===== src/rtl/multicycle_control_unit_pkg.sv =====
// multicycle_control_unit_pkg: shared state encodings, RV32I opcodes, mux/ALU codes and control word
//   No ports; imported by the interface, the decode sub-module and the top.
package multicycle_control_unit_pkg;
   typedef enum logic [3:0] {
      S_IF   = 4'd0,
      S_ID   = 4'd1,
      S_EX   = 4'd2,
      S_MEM  = 4'd3,
      S_WB   = 4'd4,
      S_HALT = 4'd5
   } state_t;
   localparam logic [6:0] OP_LOAD      = 7'b0000011;
   localparam logic [6:0] OP_STORE     = 7'b0100011;
   localparam logic [6:0] OP_ARITH     = 7'b0110011;
   localparam logic [6:0] OP_ARITH_IMM = 7'b0010011;
   localparam logic [6:0] OP_BRANCH    = 7'b1100011;
   localparam logic [6:0] OP_JAL       = 7'b1101111;
   localparam logic [6:0] OP_JALR      = 7'b1100111;
   localparam logic [6:0] OP_ECALL     = 7'b1110011;
   localparam logic [1:0] SRC_B_RS2  = 2'd0;
   localparam logic [1:0] SRC_B_FOUR = 2'd1;
   localparam logic [1:0] SRC_B_IMM  = 2'd2;
   localparam logic [1:0] ALU_ADD    = 2'd0;
   localparam logic [1:0] ALU_BRANCH = 2'd1;
   localparam logic [1:0] ALU_FUNCT  = 2'd2;
   localparam logic [1:0] WB_ALUOUT  = 2'd0;
   localparam logic [1:0] WB_MDR     = 2'd1;
   localparam logic [1:0] WB_PC4     = 2'd2;
   typedef struct packed {
      logic       pc_write;
      logic       pc_write_cond;
      logic       pc_source;
      logic       i_or_d;
      logic       mem_read;
      logic       mem_write;
      logic       ir_write;
      logic       alu_src_a;
      logic [1:0] alu_src_b;
      logic [1:0] alu_op;
      logic [1:0] wb_sel;
      logic       reg_write;
   } ctrl_t;
   // Opcodes that proceed past decode; anything else retires as a NOP from S_ID.
   function automatic logic is_exec_op(input logic [6:0] op);
      return op inside {OP_LOAD, OP_STORE, OP_ARITH, OP_ARITH_IMM, OP_BRANCH, OP_JAL, OP_JALR};
   endfunction
endpackage


===== src/rtl/multicycle_control_unit_if.sv =====
// multicycle_control_unit_if: datapath <-> control unit bundle
//   opcode/bcond/is_halt_cond/mem_ready flow datapath -> control; ctrl (control word) flows back.
//   master: control unit side; slave: datapath side.
interface multicycle_control_unit_if;
   import multicycle_control_unit_pkg::*;
   logic [6:0] opcode;
   logic       bcond;
   logic       is_halt_cond;
   logic       mem_ready;
   ctrl_t      ctrl;
   modport master (input opcode, bcond, is_halt_cond, mem_ready, output ctrl);
   modport slave (output opcode, bcond, is_halt_cond, mem_ready, input ctrl);
endinterface


===== src/rtl/multicycle_control_unit_output_decode.sv =====
// mcu_output_decode: combinational state + opcode -> control word
//   state, opcode in; fetch_done in (memory finished the fetch this cycle); ctrl out.
module mcu_output_decode
   import multicycle_control_unit_pkg::*;
(
   input  state_t     state,
   input  logic [6:0] opcode,
   input  logic       fetch_done,
   output ctrl_t      ctrl
);
   always_comb begin
      ctrl = '0;
      case (state)
         S_IF: begin
            ctrl.mem_read  = 1'b1;
            ctrl.alu_src_b = SRC_B_FOUR;
            // PC and IR update only once the fetched word is actually there
            ctrl.ir_write  = fetch_done;
            ctrl.pc_write  = fetch_done;
         end
         S_ID: ctrl.alu_src_b = SRC_B_IMM;
         S_EX: begin
            ctrl.alu_src_a     = opcode != OP_JAL;
            ctrl.alu_src_b     = opcode inside {OP_ARITH_IMM, OP_LOAD, OP_STORE, OP_JALR} ? SRC_B_IMM : SRC_B_RS2;
            ctrl.alu_op        = opcode inside {OP_ARITH, OP_ARITH_IMM} ? ALU_FUNCT :
                                 opcode == OP_BRANCH ? ALU_BRANCH : ALU_ADD;
            ctrl.pc_write_cond = opcode == OP_BRANCH;
            ctrl.pc_source     = opcode inside {OP_BRANCH, OP_JAL};
            ctrl.pc_write      = opcode inside {OP_JAL, OP_JALR};
         end
         S_MEM: begin
            ctrl.i_or_d    = 1'b1;
            ctrl.mem_read  = opcode == OP_LOAD;
            ctrl.mem_write = opcode == OP_STORE;
         end
         S_WB: begin
            ctrl.reg_write = 1'b1;
            ctrl.wb_sel    = opcode == OP_LOAD ? WB_MDR :
                             opcode inside {OP_JAL, OP_JALR} ? WB_PC4 : WB_ALUOUT;
         end
         default: ;
      endcase
   end
endmodule


===== src/rtl/multicycle_control_unit.sv =====
// multicycle_control_unit: RV32I multicycle control FSM with cycle / retired-instruction counters
//   clk, reset (async active-high) ; bus (master modport: opcode, bcond, is_halt_cond, mem_ready in, ctrl out)
//   halted, cycle_cnt, instr_cnt, dbg_state out.
//   Optional MEM_WAIT_EN: S_IF / S_MEM stall until mem_ready.
module multicycle_control_unit
   import multicycle_control_unit_pkg::*;
#(
   parameter int STATE_W = 4,
   parameter int CNT_W   = 32
) (
   input  logic                        clk,
   input  logic                        reset,
   multicycle_control_unit_if.master   bus,
   output logic                        halted,
   output logic [CNT_W-1:0]            cycle_cnt,
   output logic [CNT_W-1:0]            instr_cnt,
   output logic [STATE_W-1:0]          dbg_state
);
   state_t state, next;
   logic   mem_done, retire, unused_ok;
   ctrl_t  ctrl;
`ifdef MEM_WAIT_EN
   assign mem_done = bus.mem_ready;
`else
   assign mem_done = 1'b1;
`endif
   // bcond is consumed by the datapath through pc_write_cond
   assign unused_ok = ^{bus.bcond, bus.mem_ready};
   always_ff @(posedge clk or posedge reset) begin
      if (reset) begin
         state     <= S_IF;
         cycle_cnt <= '0;
         instr_cnt <= '0;
      end else begin
         state <= next;
         if (!halted) cycle_cnt <= cycle_cnt + CNT_W'(1);
         if (retire) instr_cnt <= instr_cnt + CNT_W'(1);
      end
   end
   always_comb begin
      next = S_IF;
      case (state)
         S_IF:    next = mem_done ? S_ID : S_IF;
         S_ID:    next = bus.opcode == OP_ECALL ? (bus.is_halt_cond ? S_HALT : S_IF) :
                         is_exec_op(bus.opcode) ? S_EX : S_IF;
         S_EX:    next = bus.opcode inside {OP_LOAD, OP_STORE} ? S_MEM :
                         bus.opcode inside {OP_ARITH, OP_ARITH_IMM, OP_JAL, OP_JALR} ? S_WB : S_IF;
         S_MEM:   next = !mem_done ? S_MEM : bus.opcode == OP_LOAD ? S_WB : S_IF;
         S_WB:    next = S_IF;
         S_HALT:  next = S_HALT;
         default: next = S_IF;
      endcase
   end
   // Stray encodings falling back to S_IF are not instructions and do not retire.
   assign retire    = (next == S_IF && state inside {S_ID, S_EX, S_MEM, S_WB}) ||
                      (next == S_HALT && state == S_ID);
   assign halted    = state == S_HALT;
   assign dbg_state = STATE_W'(state);
   assign bus.ctrl  = ctrl;
   mcu_output_decode u_decode (
      .state      (state),
      .opcode     (bus.opcode),
      .fetch_done (mem_done),
      .ctrl       (ctrl)
   );
endmodule

===== src/flat_wrapper.sv =====
// flat-port wrapper written by rule: the top's interface ports become plain ports
module multicycle_control_unit_flat import multicycle_control_unit_pkg::*;
#(
   parameter int STATE_W = 4,
   parameter int CNT_W   = 32
)
  (clk, reset, halted, cycle_cnt, instr_cnt, dbg_state, bus_opcode, bus_bcond, bus_is_halt_cond, bus_mem_ready, bus_ctrl);
  multicycle_control_unit_if bus_i ();
  input  logic clk;
  input  logic reset;
  output logic halted;
  output logic [CNT_W-1:0] cycle_cnt;
  output logic [CNT_W-1:0] instr_cnt;
  output logic [STATE_W-1:0] dbg_state;
  input wire logic [$bits(bus_i.opcode)-1:0] bus_opcode;
  input wire logic [$bits(bus_i.bcond)-1:0] bus_bcond;
  input wire logic [$bits(bus_i.is_halt_cond)-1:0] bus_is_halt_cond;
  input wire logic [$bits(bus_i.mem_ready)-1:0] bus_mem_ready;
  output wire logic [$bits(bus_i.ctrl)-1:0] bus_ctrl;
  assign bus_i.opcode = bus_opcode;
  assign bus_i.bcond = bus_bcond;
  assign bus_i.is_halt_cond = bus_is_halt_cond;
  assign bus_i.mem_ready = bus_mem_ready;
  assign bus_ctrl = bus_i.ctrl;
  multicycle_control_unit #(.STATE_W(STATE_W), .CNT_W(CNT_W)) u_core (.clk(clk), .reset(reset), .bus(bus_i), .halted(halted), .cycle_cnt(cycle_cnt), .instr_cnt(instr_cnt), .dbg_state(dbg_state));
endmodule

===== config.mk =====
export PLATFORM = sky130hd
export DESIGN_NAME = multicycle_control_unit_flat
export DESIGN_NICKNAME = d
export VERILOG_FILES = /design/src/rtl/multicycle_control_unit_pkg.sv /design/src/rtl/multicycle_control_unit_if.sv /design/src/rtl/multicycle_control_unit_output_decode.sv /design/src/rtl/multicycle_control_unit.sv /design/src/flat_wrapper.sv
export SDC_FILE = /design/constraint.sdc
export NUM_CORES = 1
export LEC_CHECK = 0
export CAP_MARGIN = 15
export CORE_MARGIN = 2
export CORE_UTILIZATION = 50
export CTS_BUF_LIST = sky130_fd_sc_hd__clkbuf_8
export CTS_CLUSTER_SIZE = 10
export DETAILED_ROUTE_END_ITERATION = 8
export GPL_ROUTABILITY_DRIVEN = 1
export MAX_ROUTING_LAYER = met4
export PLACE_DENSITY = 0.89
export RECOVER_POWER = 50
export SYNTH_ARGS = -nofsm -noshare
export SYNTH_HDL_FRONTEND = slang
export SYNTH_SLANG_ARGS = --single-unit

===== constraint.sdc =====
create_clock -name clk -period 3.32 [get_ports clk]
set_input_delay 0.498 -clock clk [delete_from_list [all_inputs] [get_ports clk]]
set_output_delay 0.498 -clock clk [all_outputs]
set_load 0.02 [all_outputs]

==> flow_metrics.env, run 1 <==
export IMPL_outcome="completed"
export IMPL_cts_buffer_depth=2
export IMPL_wl_per_cell_microns=15.21
export IMPL_postLayoutCoreUtil=0.6890
export IMPL_drive_above_1_share=0.08009
export IMPL_most_common_layout_cells="dfrtp_1, clkdlybuf4s50_1, nand2_1"
export IMPL_diodes=0
export IMPL_totalWireLength_microns=7862
export IMPL_ctsResizeCount=0
export IMPL_fin_nets=447
export IMPL_hp_class="reg2reg"
export IMPL_powerDensity_mw_per_mm2=626.0
export IMPL_drc=0
export IMPL_report_final_slew_viol_count=0
export IMPL_instances_no_fill=517
export IMPL_gr_usage_met3=0.05429
export IMPL_hold_violations=0
export IMPL_first_global_vias=2696
export IMPL_hold_buffers=0
export IMPL_synth_net_count=349
export IMPL_rows=30
export IMPL_viasPerCell=5.466
export IMPL_relSlewSlack=0.1442
export IMPL_cts_tree="yes"
export IMPL_finalSetupViolations=0
export IMPL_antenna_found_initial=0
export IMPL_clk_pin_slew_ns=0.07
export IMPL_num_vias=2826
export IMPL_layout_cells_most_common="dfrtp_1"
export IMPL_syn_inst=335
export IMPL_place_congestion=0.9457
export IMPL_drv_cap=0
export IMPL_htreeDepth=3
export IMPL_gr_total_overflow=0
export IMPL_port_buffers=92
export IMPL_required_ns=2.82
export IMPL_dr_pass1_iters=5
export IMPL_ys_seq_area_frac=0.4923
export IMPL_grt_pass1_wl_microns=13000
export IMPL_crit_path_cell_trace="dlygate4sd3_1 > nand4b_1 > or2_2 > o21ai_0 > nand3_1 > a21oi_1 > clkdlybuf4s50_1"
export IMPL_top_usage_layer="met2"
export IMPL_grtUsageMet1=0.2752
export IMPL_synth_ff_latch_count=67
export IMPL_core_sq_mm=0.006681
export IMPL_ys_top_cells_by_area="dfrtp_1, xor2_1, xnor2_1, nand2_1, nor3_1"
export IMPL_path_class="in2out"
export IMPL_insertion_delay_ns=0.34
export IMPL_grtUsageTotal=0.2265
export IMPL_path_max_fanout=3
export IMPL_cpPeakStageDelay_ns=0.64
export IMPL_p_leak_uw=0.001872
export IMPL_min_period_ns=3.152
export IMPL_rsz0062_at_grt="no"
export IMPL_placedCellCount=502
export IMPL_worst_ir_drop_vdd_mv=0.5060
export IMPL_die_area_sq_mm=0.007487
export IMPL_synth_async_reset_ratio=1.000
export IMPL_worst_pin_slew_ns=1.282
export IMPL_postCtsSetupBuffers=0
export IMPL_worst_setup_path_end_kind="output pin"
export IMPL_synthDistinctLibCells=43
export IMPL_area_delta_synth_final_pct=35.16
export IMPL_grt_max_degree=36
export IMPL_yosys_area_top_type="dfrtp_1"
export IMPL_regArea_sq_mm=0.001677
export IMPL_max_freq_mhz=317.3
export IMPL_die_height_microns=86.53
export IMPL_arrival_ns=2.65
export IMPL_die_width_microns=86.53
export IMPL_ant_nets=0
export IMPL_multi_input_area_sq_mm=0.001623
export IMPL_start_kind="input port"
export IMPL_fin_skew_ns=0.008424
export IMPL_critPathSlowestCell="clkdlybuf4s50_1"
export IMPL_avgSynthCellArea_sq_um=10.17
export IMPL_synth_top_cell_area_share=0.4923
export IMPL_finalCritPeriodShare=0.9494
export IMPL_ys_flop_type="dfrtp_1"
export IMPL_nFillCells=492
export IMPL_io_pins=96
export IMPL_start_util=0.5097
export IMPL_synth_edff_count=0
export IMPL_drt_initial_drc_count=151
export IMPL_yosysWarningCount=0
export IMPL_dp_hpwl_microns=5761
export IMPL_met2_usage=0.3692
export IMPL_clock_sinks=67
export IMPL_clock_root_buffer="clkbuf_8"
export IMPL_cts_buffers_inserted=9
export IMPL_syn_area_sq_mm=0.003406
export IMPL_setup_tns_ns=0
==> Yosys cell counts (2+ instances only) <==
master,count
and4_1,8
nor2_1,22
nor4_4,2
nand3_1,21
inv_1,12
xnor2_1,27
dfrtp_1,67
o21ai_0,4
nor4b_1,2
a21oi_1,8
nor2_2,2
o211ai_1,2
nor3_1,22
or2_2,2
and2_1,3
ha_1,2
nand4b_1,2
nand4_1,14
and3_1,5
nor4_2,4
buf_2,7
mux2_2,2
nand2_1,40
xor2_1,35
nand2b_1,2
==> layout make-up <==
| cell class | count | share of cell area |
|---|---|---|
| clock buffers | 11 | 0.03289 |
| clock inverters | 4 | 0.009242 |
| inverters | 12 | 0.009785 |
| multi-input cells | 246 | 0.3525 |
| flip-flops and latches | 67 | 0.3642 |
| well taps | 80 | 0.02175 |
| repair buffers | 97 | 0.2096 |
==> metrics by stage <==
stage	cell area, sq um	setup WS (ns)	total power, uW	hold WS, ns
finish	4603	0.1679	2882	0.4780
global route	4603	0.04004	3048	0.4825
CTS	4626	0.2161	2927	0.4829
detailed placement	4432	0.2184	2259	0.4739
global placement	4432	0.2497	2214	0.4556
floorplan	3406	1.093	1781	0.5777
==> worst paths after layout <==
check / slack (ns) / cells past startpoint / to / start
worst max register to register: 1.00 / 7 / u_core.instr_cnt[27] / u_core.dbg_state[1]
max in group asynchronous: 0.90 / 3 / u_core.instr_cnt[25] / reset
worst min register to register: 0.48 / 1 / u_core.cycle_cnt[31] / u_core.cycle_cnt[31]
min in group asynchronous: 0.96 / 2 / u_core.cycle_cnt[28] / reset
worst max-delay path: 0.17 / 7 / bus_ctrl[6] / bus_opcode[4]
worst min-delay path: 0.48 / 1 / u_core.cycle_cnt[31] / u_core.cycle_cnt[31]
==> critical path, delay by kind of cell <==
kind	cells	cell delay, ns
buffers and inverters	2	1.20
AND/OR/NAND/NOR	3	0.63
AO/OA/AOI/OAI	2	0.32
==> state kept, by name, summed over array words and instances, names as in the netlist <==
register / count
u_core.cycle_cnt: 32
u_core.dbg_state: 3
u_core.instr_cnt: 32
==> routing by layer <==
metal | wire (microns) | vias up | part of all wire
li1 | - | 1352 | -
met1 | 3292 | 1355 | 0.42
met2 | 4053 | 103 | 0.52
met3 | 393 | 16 | 0.050
met4 | 122 | 0 | 0.016
met5 | 0 | - | 0
==> power by group <==
part | internal [uW] | leakage (uW) | switching, uW | total (uW)
registers | 948 | 0.000802 | 191 | 1140
clock network | 377 | 0.000108 | 282 | 659
logic | 487 | 0.000961 | 596 | 1080
==> kinds of logic after synthesis <==
family	Yosys count	share of synthesized area
simple gates	161	0.2686
fa+ha+maj	2	0.007346
flops	67	0.4923
mux	2	0.006612
compound gates	18	0.03453
other cells	1	0.001101
buf+inv	22	0.03012
xor+xnor	62	0.1594
No activity file was read; power rests on OpenSTA's default activity.
==> inputs of run 2 (changes only) <==
- CORE_UTILIZATION: 50 -> 33
- PLACE_DENSITY: 0.89 -> 0.65
==> run 2 against run 1 <==
Net effect: sequential cell count stayed put; register-to-register slack better by 0.02 ns; via count is 2.4% lower; clock power is 11% higher; non-clock buffer count stayed put; count of clock-buffer cells in the layout is 2 lower; critical path type unchanged; critical endpoint unchanged; largest cell class unchanged; highest routed layer unchanged.
==> flow_metrics.env, run 2 (synthesis results as in run 1) <==
export IMPL_num_vias=2757
export IMPL_drv_cap=0
export IMPL_drt_initial_drc_count=88
export IMPL_max_freq_mhz=316.4
export IMPL_cts_buffers_inserted=9
export IMPL_r2r_end="u_core.cycle_cnt[31]"
export IMPL_hp_class="reg2reg"
export IMPL_area_delta_synth_final_pct=37.66
export IMPL_drc=0
export IMPL_worst_pin_slew_ns=1.238
export IMPL_rsz0062_at_grt="no"
export IMPL_crit_family="buffers and inverters"
export IMPL_required_ns=2.82
export IMPL_arrival_ns=2.66
export IMPL_die_width_microns=105.6
export IMPL_hold_path_depth=1
export IMPL_diodes=0
export IMPL_most_common_layout_cells="dfrtp_1, clkdlybuf4s50_1, nand2_1"
export IMPL_powerDensity_mw_per_mm2=626.7
export IMPL_power_uw=2938
export IMPL_report_final_slew_viol_count=0
export IMPL_grtUsageTotal=0.1496
export IMPL_multi_input_area_sq_mm=0.001623
export IMPL_setup_tns_ns=0
export IMPL_drive_above_1_share=0.08219
export IMPL_clock_sinks=67
export IMPL_crit_path_end="bus_ctrl[6]"
export IMPL_postCtsSetupBuffers=0
export IMPL_start_util=0.3344
export IMPL_rows=37
export IMPL_outcome="completed"
export IMPL_dr_pass1_iters=4
export IMPL_die_area_sq_mm=0.01115
export IMPL_p_leak_uw=0.001871
export IMPL_critPathSlowestCell="clkdlybuf4s50_1"
export IMPL_crit_buf_inv=2
export IMPL_r2r_start="u_core.dbg_state[1]"
export IMPL_hold_violations=0
export IMPL_r2r_slack_ns=1.02
export IMPL_fin_skew_ns=0.008822
export IMPL_cpPeakStageDelay_ns=0.62
export IMPL_cts_buffer_depth=2
export IMPL_die_height_microns=105.6
export IMPL_htreeDepth=3
export IMPL_totalWireLength_microns=7839
export IMPL_first_global_vias=2720
export IMPL_worst_setup_path_end_kind="output pin"
export IMPL_min_period_ns=3.161
export IMPL_grt_pass1_wl_microns=13120
export IMPL_io_pins=96
export IMPL_crit_path_cell_trace="dlygate4sd3_1 > nand4b_1 > or2_2 > o21ai_0 > nand3_1 > a21oi_1 > clkdlybuf4s50_1"
export IMPL_regArea_sq_mm=0.001677
export IMPL_start_kind="input port"
export IMPL_ctsResizeCount=0
export IMPL_clock_root_buffer="clkbuf_8"
export IMPL_ant_nets=0
export IMPL_viasPerCell=4.803
export IMPL_finalSetupViolations=0
export IMPL_port_buffers=92
export IMPL_fin_nets=447
export IMPL_core_sq_mm=0.01018
export IMPL_clk_pin_slew_ns=0.07
export IMPL_relSlewSlack=0.1738
export IMPL_path_class="in2out"
export IMPL_wl_per_cell_microns=13.66
export IMPL_place_congestion=0.8736
export IMPL_grt_max_degree=36
export IMPL_startpoint="bus_opcode[4]"
export IMPL_insertion_delay_ns=0.33
export IMPL_cts_tree="yes"
export IMPL_path_max_fanout=3
export IMPL_layout_cells_most_common="dfrtp_1"
export IMPL_nFillCells=978
export IMPL_gr_total_overflow=0
export IMPL_worst_ir_drop_vdd_mv=0.3972
export IMPL_cp_depth=7
export IMPL_rr_worst_depth=6
export IMPL_finalCritPeriodShare=0.9520
export IMPL_antenna_found_initial=0
export IMPL_hold_buffers=0
export IMPL_dp_hpwl_microns=5696
-- run 2: changes by cell type in the layout (fill, tap and decap cells not counted) --
cell | before | now
clkinvlp_4 | 0 | 1
clkdlybuf4s50_1 | 65 | 64
dlygate4sd3_1 | 27 | 28
clkbuf_8 | 11 | 9
clkinv_2 | 1 | 2
bufinv_16 | 1 | 2
-- run 2: report_power, final --
group	internal, uW	total [uW]	switching, uW	leakage, uW
logic	488	1070	586	0.000957
registers	947	1130	188	0.000802
clock network	415	729	314	0.000112
total	1850	2940	1090	0.00187
-- run 2: worst min-delay path by stage --
stage          slack, ns                  from                    to
6_report            0.47  u_core.instr_cnt[31]  u_core.instr_cnt[31]
5_1_grt             0.49  u_core.cycle_cnt[31]  u_core.cycle_cnt[31]
4_1_cts             0.48  u_core.instr_cnt[31]  u_core.instr_cnt[31]
3_5_place_dp        0.46  u_core.instr_cnt[31]  u_core.instr_cnt[31]
3_3_place_gp        0.46  u_core.instr_cnt[31]  u_core.instr_cnt[31]
2_1_floorplan       0.58  u_core.instr_cnt[31]  u_core.instr_cnt[31]
-- run 2: cell type report --
| class | count | share of cell area |
|---|---|---|
| Inverter | 12 | 0.009608 |
| Clock inverter | 7 | 0.01815 |
| Multi-Input combinational cell | 246 | 0.3461 |
| Tap cell | 136 | 0.03630 |
| Clock buffer | 9 | 0.02642 |
| Timing Repair Buffer | 97 | 0.2058 |
| Sequential cell | 67 | 0.3576 |
-- run 2: through the flow --
step	hold slack (ns)	cell area [sq um]	util	setup slack, ns	std cells
2_1_floorplan	0.5777	3406	-	1.093	335
3_3_place_gp	0.4578	4502	0.4420	0.1970	558
3_5_place_dp	0.4559	4502	0.4420	0.2150	558
4_1_cts	0.4759	4711	0.4625	0.2154	574
5_1_grt	0.4934	4688	0.4603	0.09951	574
6_report	0.4659	4688	0.4603	0.1592	574
-- run 2: layer usage --
layer	global-route usage	share of wire	up-vias	wire (microns)
li1	-	-	1344	-
met1	0.1791	0.45	1333	3513
met2	0.2465	0.50	69	3897
met3	0.04143	0.038	11	296
met4	0.04605	0.017	0	131
met5	-	0	-	0
==> inputs of run 3 (changes only) <==
- CAP_MARGIN: 15 -> 20
- GPL_ROUTABILITY_DRIVEN: 1 -> not set
- clock period: 3.32 -> 3.5 ns (I/O delays scaled with it)
==> run 3 against run 2 <==
Net effect: clock power fell by 9.9%; final cell count fell by 0.35%; via count rose by 2.0%; final area fell by 0.21%; die area did not move; count of clock-buffer cells in the layout rose by 3; global-route usage fell by 0.13 points; critical endpoint unchanged; largest power group unchanged.
==> flow_metrics.env, run 3 (synthesis results as in run 1) <==
export IMPL_outcome="completed"
export IMPL_power_uw=2754
export IMPL_drive_above_1_share=0.08028
export IMPL_cts_tree="yes"
export IMPL_seqPwrFrac=0.392
export IMPL_regArea_sq_mm=0.001677
export IMPL_rsz0062_at_grt="no"
export IMPL_layout_cells_most_common="dfrtp_1"
export IMPL_multi_input_area_sq_mm=0.001623
export IMPL_dr_pass1_iters=4
export IMPL_diodes=0
export IMPL_htreeDepth=3
export IMPL_drt_initial_drc_count=128
export IMPL_cts_buffer_depth=2
export IMPL_port_buffers=92
export IMPL_combPwrFrac=0.369
export IMPL_report_final_slew_viol_count=0
export IMPL_whs_ns=0.4705
export IMPL_core_sq_mm=0.01018
export IMPL_place_congestion=0.9080
export IMPL_grt_pass1_wl_microns=13030
export IMPL_min_period_ns=3.273
export IMPL_rows=37
export IMPL_dp_hpwl_microns=5690
export IMPL_num_vias=2813
export IMPL_die_width_microns=105.6
export IMPL_grtUsageTotal=0.1483
export IMPL_hold_buffers=0
export IMPL_worst_ir_drop_vdd_mv=0.3769
export IMPL_finalCritPeriodShare=0.9352
export IMPL_hold_violations=0
export IMPL_gr_total_overflow=0
export IMPL_fin_skew_ns=0.009291
export IMPL_die_height_microns=105.6
export IMPL_p_leak_uw=0.001876
export IMPL_max_freq_mhz=305.5
export IMPL_start_util=0.3344
export IMPL_antenna_found_initial=0
export IMPL_worst_setup_path_end_kind="output pin"
export IMPL_ant_nets=0
export IMPL_r2r_slack_ns=1.19
export IMPL_p_int_uw=1739
export IMPL_io_pins=96
export IMPL_path_max_fanout=8
export IMPL_final_cell_area_sq_mm=0.004678
export IMPL_ctsResizeCount=0
export IMPL_powerDensity_mw_per_mm2=588.7
export IMPL_hp_class="reg2reg"
export IMPL_viasPerCell=4.918
export IMPL_wl_per_cell_microns=13.74
export IMPL_fin_nets=447
export IMPL_finalSetupViolations=0
export IMPL_clkPwrFrac=0.239
export IMPL_die_area_sq_mm=0.01115
export IMPL_instances_no_fill=572
export IMPL_placedCellCount=558
export IMPL_area_delta_synth_final_pct=37.36
export IMPL_path_class="in2out"
export IMPL_required_ns=2.97
export IMPL_clock_sinks=67
export IMPL_met2_length_microns=3827
export IMPL_highest_layer="met4"
export IMPL_clock_root_buffer="clkbuf_8"
export IMPL_drv_cap=0
export IMPL_start_kind="input port"
export IMPL_met3_length_microns=317
export IMPL_p_switching_uw=1015
export IMPL_first_global_vias=2708
export IMPL_met1_length_microns=3576
export IMPL_most_common_layout_cells="dfrtp_1, clkdlybuf4s50_1, nand2_1"
export IMPL_postCtsSetupBuffers=0
export IMPL_setup_tns_ns=0
export IMPL_placed_area_sq_mm=0.004489
export IMPL_grt_max_degree=40
export IMPL_insertion_delay_ns=0.34
export IMPL_sw_frac_of_total=0.3685
export IMPL_totalWireLength_microns=7859
export IMPL_worst_pin_slew_ns=1.464
export IMPL_clk_pin_slew_ns=0.07
export IMPL_drc=0
export IMPL_arrival_ns=2.75
export IMPL_cts_buffers_inserted=9
export IMPL_relSlewSlack=0.02270
export IMPL_nFillCells=972
==> run 3: changes by cell type in the layout (fill, tap and decap cells not counted) <==
cell | previous run | this run
clkinv_2 | 2 | 1
clkbuf_1 | 1 | 2
inv_1 | 14 | 12
bufinv_16 | 2 | 1
clkbuf_8 | 9 | 12
clkbuf_2 | 1 | 0
clkdlybuf4s50_1 | 64 | 65
clkinvlp_4 | 1 | 0
dlygate4sd3_1 | 28 | 27
==> run 3: cell type report <==
class / instances / share of cell area
Inverter: 12 / 0.009628
Tap cell: 136 / 0.03637
Sequential cell: 67 / 0.3584
Timing Repair Buffer: 97 / 0.2059
Clock buffer: 12 / 0.03530
Multi-Input combinational cell: 246 / 0.3469
Clock inverter: 2 / 0.007489
==> run 3: per-stage QoR <==
step           worst slack (ns)  utilization
2_1_floorplan             1.219            -
3_3_place_gp             0.2998       0.4408
3_5_place_dp             0.3056       0.4408
4_1_cts                  0.3070       0.4604
5_1_grt                  0.1089       0.4593
6_report                 0.2267       0.4593
==> run 3: final timing paths <==
check | cells after the start | to | startpoint
min in group asynchronous | 2 | u_core.instr_cnt[7] | reset
max reg2reg | 6 | u_core.cycle_cnt[31] | u_core.dbg_state[1]
min reg2reg | 1 | u_core.instr_cnt[31] | u_core.instr_cnt[31]
min | 1 | u_core.instr_cnt[31] | u_core.instr_cnt[31]
max | 7 | bus_ctrl[6] | bus_opcode[5]
max in group asynchronous | 3 | u_core.instr_cnt[22] | reset
==> run 3: power groups by stage <==
stage	Clock (uW)	Combinational (uW)	Sequential [uW]
2_1_floorplan	0	504	1190
3_3_place_gp	0	1030	1090
3_5_place_dp	0	1040	1100
4_1_cts	680	1040	1080
5_1_grt	708	1090	1110
6_report	657	1020	1080
==> run 3: per-layer routing <==
| layer | vias to the layer above | global-route usage |
|---|---|---|
| li1 | 1351 | - |
| met1 | 1383 | 0.1867 |
| met2 | 66 | 0.2323 |
| met3 | 13 | 0.03711 |
| met4 | 0 | 0.05451 |
| met5 | - | - |
==> run 3: critical path, cell delays in order <==
cell	delay [ns]
dlygate4sd3_1	0.70
nand4b_1	0.17
or2_2	0.33
o21ai_0	0.15
nand3_1	0.09
a21oi_1	0.17
clkdlybuf4s50_1	0.62
